`src/rtl/puf_response_voter.sv`:
```
// puf_response_voter
// Majority-vote stabiliser in front of a memristive PUF core. For each accepted
// challenge the PUF is reset, driven with the challenge for a settle window and
// sampled N_VOTE times. The voter then returns the per-bit majority response,
// a mask of bits whose votes disagreed, and an echo of the challenge.

module puf_response_voter #(
  parameter int N_CHAL     = 8,
  parameter int N_RESP     = 8,
  parameter int N_VOTE     = 5,
  parameter int SETTLE_CYC = 16
) (
  input  logic              clk,
  input  logic              rst,
  input  logic              req_valid,
  output logic              req_ready,
  input  logic [N_CHAL-1:0] req_chal,
  output logic              puf_rst_n,
  output logic              puf_vin_valid,
  output logic [N_CHAL-1:0] puf_C,
  input  logic [N_RESP-1:0] puf_R,
  output logic              rsp_valid,
  input  logic              rsp_ready,
  output logic [N_RESP-1:0] rsp_resp,
  output logic [N_RESP-1:0] rsp_unstable,
  output logic [N_CHAL-1:0] rsp_chal
);

  // Vote counters hold 0..N_VOTE; the phase timer spans both the 2-cycle PUF
  // reset and the settle window.
  localparam int CW = $clog2(N_VOTE + 1);
  localparam int TW = $clog2(SETTLE_CYC + 2);

  typedef enum logic [2:0] {
    IDLE,
    PRST,
    APPLY,
    SAMPLE,
    DONE
  } state_t;

  state_t            state;
  logic [TW-1:0]     timer;
  logic [CW-1:0]     votes;
  logic [CW-1:0]     cnt1 [N_RESP];
  logic [N_CHAL-1:0] chal_q;

  // Ones-counts including the sample taken at the end of SAMPLE, so the final
  // vote lands in the registered response on the same edge that enters DONE.
  logic [CW-1:0]     cnt_next [N_RESP];
  logic [N_RESP-1:0] maj_next;
  logic [N_RESP-1:0] unstable_next;

  // Per-bit next counts and the majority/unanimity decisions derived from them.
  always_comb begin
    // NOTE: every output of this block is assigned on every pass through the
    // loop, so no storage (latch) can be inferred.
    for (int i = 0; i < N_RESP; i++) begin
      cnt_next[i]      = cnt1[i] + CW'(puf_R[i]);
      maj_next[i]      = cnt_next[i] > CW'(N_VOTE / 2);
      unstable_next[i] = (cnt_next[i] != '0) && (cnt_next[i] != CW'(N_VOTE));
    end
  end

  // Sequencer: PUF reset, settle, sample, repeated N_VOTE times, then hold the
  // result until downstream accepts it. All outputs are registered here.
  always_ff @(posedge clk) begin
    // NOTE: sequential state uses non-blocking assignments so every register
    // samples pre-edge values regardless of statement order.
    if (rst) begin
      state         <= IDLE;
      timer         <= '0;
      votes         <= '0;
      chal_q        <= '0;
      req_ready     <= 1'b1;
      puf_rst_n     <= 1'b0;
      puf_vin_valid <= 1'b0;
      puf_C         <= '0;
      rsp_valid     <= 1'b0;
      rsp_resp      <= '0;
      rsp_unstable  <= '0;
      rsp_chal      <= '0;
      // NOTE: the counter array is a handful of flops, not a RAM, so it is
      // reset explicitly; an aborted run must never leak counts forward.
      for (int i = 0; i < N_RESP; i++) cnt1[i] <= '0;
    end else begin
      case (state)
        IDLE: begin
          puf_rst_n     <= 1'b1;
          puf_vin_valid <= 1'b0;
          if (req_valid && req_ready) begin
            chal_q    <= req_chal;
            puf_C     <= req_chal;
            votes     <= '0;
            timer     <= '0;
            req_ready <= 1'b0;
            puf_rst_n <= 1'b0;
            for (int i = 0; i < N_RESP; i++) cnt1[i] <= '0;
            state     <= PRST;
          end
        end

        PRST: begin
          if (timer == TW'(1)) begin
            timer         <= '0;
            puf_rst_n     <= 1'b1;
            puf_vin_valid <= 1'b1;
            state         <= APPLY;
          end else begin
            timer <= timer + 1'b1;
          end
        end

        APPLY: begin
          if (timer == TW'(SETTLE_CYC - 1)) begin
            timer <= '0;
            state <= SAMPLE;
          end else begin
            timer <= timer + 1'b1;
          end
        end

        SAMPLE: begin
          for (int i = 0; i < N_RESP; i++) cnt1[i] <= cnt_next[i];
          votes         <= votes + 1'b1;
          puf_vin_valid <= 1'b0;
          if (votes == CW'(N_VOTE - 1)) begin
            rsp_valid    <= 1'b1;
            rsp_resp     <= maj_next;
            rsp_unstable <= unstable_next;
            rsp_chal     <= chal_q;
            state        <= DONE;
          end else begin
            puf_rst_n <= 1'b0;
            state     <= PRST;
          end
        end

        DONE: begin
          if (rsp_ready) begin
            rsp_valid <= 1'b0;
            req_ready <= 1'b1;
            state     <= IDLE;
          end
        end

        default: state <= IDLE;
      endcase
    end
  end

endmodule

```
`config.mk`:
```
export PLATFORM = sky130hd
export DESIGN_NAME = puf_response_voter
export DESIGN_NICKNAME = d
export VERILOG_FILES = /design/src/rtl/puf_response_voter.sv
export SDC_FILE = /design/constraint.sdc
export NUM_CORES = 1
export LEC_CHECK = 0
export CAP_MARGIN = 40
export CORE_UTILIZATION = 40
export CTS_CLUSTER_SIZE = 25
export DETAILED_ROUTE_END_ITERATION = 12
export DONT_BUFFER_PORTS = 1
export HOLD_SLACK_MARGIN = 0.02
export PLACE_DENSITY_LB_ADDON = 0.1
export SYNTH_ARGS = -nofsm -noshare
export SYNTH_HDL_FRONTEND = slang
export SYNTH_SLANG_ARGS = --single-unit
```
`constraint.sdc`:
```
create_clock -name clk -period 3.4 [get_ports clk]
set_clock_uncertainty 0.2 [all_clocks]
set_input_delay 0.68 -clock clk [delete_from_list [all_inputs] [get_ports clk]]
set_output_delay 0.68 -clock clk [all_outputs]
set_load 0.02 [all_outputs]
```
; ---- Word-level counts from Yosys, hierarchy flattened
; Memory sizes are Yosys's and may differ from the RTL's.
; Cells that the tools add are included.
[classes]
addsub = 10
magnitude_cmp = 8
eq_ne = 21
mux = 48
bitwise = 16
reduce_logical = 34
[ops]
columns = op, n
row1 = $mux W3, 22
row2 = $reduce_bool A3 Y1, 10
row3 = $add A3 B1 Y3, 8
row4 = $gt A3 B2 Y1 const B, 8
row5 = $ne A3 B3 Y1 const B, 8
row6 = $mux W1, 16
row7 = $or A1 B1 Y1, 16
row8 = $mux W5, 3
row9 = $pmux W3 S5, 1
row10 = $pmux W5 S3, 1
row11 = $ne A2 B2 Y1 const B, 6
row12 = $reduce_and A2 Y1, 5
row13 = $logic_and A1 B1 Y1, 9
row14 = $reduce_and A3 Y1, 3
row15 = $reduce_bool A2 Y1, 4
row16 = $eq A3 B2 Y1 const B, 2
row17 = $eq A3 B3 Y1 const B, 2
row18 = $pmux W1 S2, 3
row19 = $pmux W3 S2, 1
row20 = $add A5 B1 Y5 const B, 1
row21 = $eq A5 B1 Y1 const B, 1
row22 = $eq A5 B4 Y1 const B, 1
row23 = $reduce_and A4 Y1, 1
row24 = $add A3 B1 Y3 const B, 1
row25 = other kinds (4), 4
[word_totals]
regBits = 47
ram_bits = 24
input_bits = 20
output_inout_bits = 36
memories = 1
[mem_list]
columns = memory, words, word_bits, rd, rd_clocked_by_memory_dff, wr, line_no
row1 = cnt1, 8, 3, 8, 0, 8, 45  ; logic [CW-1:0] cnt1 [N_RESP];

; ---- Logic depth before layout (Yosys ltp)
[depth]
ltp_word = 7
ltp_mapped = 8
mapped_depth_nobuf = 8

; ---- Worst setup path before layout
; Ideal clock, no wire load.
[synth_timing]
path_type = input to register
start = input port rst
end = memory cnt1[0][10] (netlist name), enable pin
arrival_time_ps = 1490
t_required_ps = 2860
path_slack_ps = 1370
path_stages = 4
path_cell_list = clkbuf_1 inv_1 clkbuf_1 nand3_1
[synth_rtl]
columns = item, line_no
row1 = from (decl), 14  ; input logic rst,
row2 = to (decl), 45

; ---- Worst setup path in the final report
[layout_timing]
start = register state[2]
end = register rsp_resp[0]
[layout_between]
elab_chain_cells = 2
[layout_lines]
columns = item, line_no
row1 = from (decl), 42  ; state_t state;
row2 = from (signal assigned), 71  ; state <= IDLE;
row3 = from (signal assigned), 99  ; state <= PRST;
row4 = from (signal assigned), 108  ; state <= APPLY;
row5 = $eq A3 B2 Y1, 87  ; case (state)
row6 = $reduce_and A2 Y1 (no line), n/a
row7 = to (signal assigned), 129  ; rsp_resp <= maj_next;
row8 = to (decl), 24  ; output logic [N_RESP-1:0] rsp_resp,
; No other way between the ends.
; A chain may end at the register's enable or synchronous reset.

==> results.cfg <==
[cts]
clockRootBuffer = clkbuf_8
cts_tree = built
ctsResizeCount = 0
clkSlewWorstSetupHoldPaths_ns = 0.07
cts_setup_buffers = 0
cts_made_buffers = 9
clock_latency_ns = 0.34
clkSinkCount = 71
cts-htree-levels = 3
cts_hold_buffers = 0
cts.path.max_buffers = 2

[yosys]
yosysSeqAreaShare_pct = 50.9
netlist_instances = 335
syn_area_sq_um = 3200
ys_async_sr_fraction_pct = 0
synth.distinct_cells = 39
yosysWarnings = 0
synthFlopType = dfxtp_1
synth_area_per_cell_sq_um = 9.56
synth-edff-count = 21
synth_nets = 377
synth_seq_cells = 71

[timing]
setup_ws_ns = 0.907
hold_viol = 0
fin_setup_tns_ns = 0
rsz0062_at_grt = false
slew-limit-headroom_pct = 48.6
setup_viol_count_final = 0
slew_viol_final = 0
min_period_over_period_pct = 73.3
fmax_mhz = 401
min_period_ns = 2.49
tightest_slew_ns = 0.772

[critical_path]
crit_type = reg2reg
path_max_fanout = 22
cp.arrival_ns = 2.52
cp-start-kind = register
endpoint_kind = register
worst_ep_required_time_ns = 3.43

[routing]
drc = 0
num_vias = 2302
drtPass1Iterations = 4
totalWireLength_um = 6570
antenna_left = 0
drt_iter0_drc = 78
wire_per_inst_um = 15.0
viasPerCell = 5.24

[cells_and_area]
synthToLayoutAreaGrowth_pct = 8.52
final_nets = 374
mostFrequentLayoutCell = nand2_1
nFillCells = 755
final_area_sq_um = 3480
n_antenna_cell = 0
drive_gt1_share_pct = 8.01
layout_common_cells = nand2_1 (51), dfxtp_1 (50), nor2_1 (35)

[power_and_ir_drop]
powerDensity_nw_per_um2 = 587
power_leakage_nw = 1.34
peakVddDrop_mv = 0.227

[global_routing]
grt_pass1_wl_um = 11000
grt_pass1_vias = 2253
antenna_found_initial = 0
grt-ovfl-total = 0
grt_usage_pct = 17.1
grt_max_degree = 44

[placement]
placed_area_sq_um = 3280
gp_congestion = 0.708
hpwl_um = 4320
place_ws_ns = 0.920
io_buffers = 0

[die]
num_rows = 32
dieArea_sq_um = 8370
die_width_um = 91.5
die_h_um = 91.5
core_area_sq_um = 7730
ioPinCount = 56
initial_core_util_pct = 41.5

[outcome]
status = finished clean

[min_path]
hold_path.class = in2reg

[run]
drv_cap = 0
==> where the power goes <==
group          switching, W  internal (W)
Combinational      0.000210      0.000145
Sequential        0.0000819      0.000950
Clock              0.000326      0.000329
==> registers in the layout, summed over array words and instances, names as in the netlist <==
| signal | count |
|---|---|
| votes | 3 |
| req_ready | 1 |
| rsp_unstable | 8 |
| rsp_chal | 8 |
| puf_vin_valid | 1 |
| rsp_resp | 8 |
| puf_rst_n | 1 |
| timer | 5 |
| rsp_valid | 1 |
| cnt1 | 24 |
| chal_q | 8 |
| state | 3 |
==> final timing paths <==
kind	startpoint	end	slack (ns)	cells past startpoint
worst min register to register	votes[1]	votes[1]	0.30	2
worst min-delay path	rst	chal_q[4]	0.20	1
worst max register to register	state[2]	rsp_resp[0]	0.91	4
worst max-delay path	state[2]	rsp_resp[0]	0.91	4
==> per-stage QoR <==
stage                     util, %  total power [W]  std cells  hold WS, ns
after detailed placement     42.5          0.00141        423        0.290
after floorplan                 -          0.00134        335        0.265
final                        45.0          0.00204        439        0.199
after global placement       42.5          0.00141        423        0.281
after global routing         45.0          0.00216        439        0.173
after CTS                    45.0          0.00207        439        0.181
==> cells by family after synthesis <==
group / count (synthesis) / share of synthesized area (%)
flops: 71 / 50.9
compound gates: 55 / 10.7
buf+inv: 27 / 3.48
xor+xnor: 18 / 4.92
fa+ha+maj: 22 / 8.59
simple gates: 139 / 20.4
mux: 3 / 0.938
==> cell usage after synthesis, types with 10 or more instances <==
| cell type | number | area share (%) |
|---|---|---|
| nand2_1 | 51 | 6.0 |
| dfxtp_1 | 50 | 31 |
| nor2_1 | 35 | 4.1 |
| a21oi_1 | 25 | 3.9 |
| ha_1 | 22 | 8.6 |
| edfxtp_1 | 21 | 20 |
| and3_1 | 14 | 2.7 |
| nor3_1 | 14 | 2.2 |
| xnor2_1 | 14 | 3.8 |
| o21ai_0 | 12 | 1.9 |
| clkbuf_1 | 10 | 1.2 |
==> cell type report <==
| cell class | instances | area (sq um) | area share [%] |
|---|---|---|---|
| sequential | 71 | 1630 | 46.9 |
| multi-input combinational | 237 | 1460 | 42.0 |
| clock buffer | 12 | 166 | 4.79 |
| tap | 102 | 128 | 3.67 |
| inverter | 9 | 33.8 | 0.972 |
| timing repair buffer | 4 | 30.0 | 0.864 |
| clock inverter | 4 | 26.3 | 0.756 |
==> critical path, cell delays in order, from the launching register on <==
cell,delay [ns]
dfxtp_1,0.45
and3b_1,0.78
nand3_2,0.52
a211oi_1,0.37
nor3_1,0.06
==> routing by layer <==
layer | track usage [%] | wire length [um] | vias up
met1 | 21.9 | 3120 | 1079
met5 | 0 | 0 | -
met2 | 26.2 | 2970 | 51
met4 | 7.67 | 59 | 0
li1 | - | - | 1166
met3 | 5.28 | 411 | 6
No activity file was read; power rests on OpenSTA's default activity.
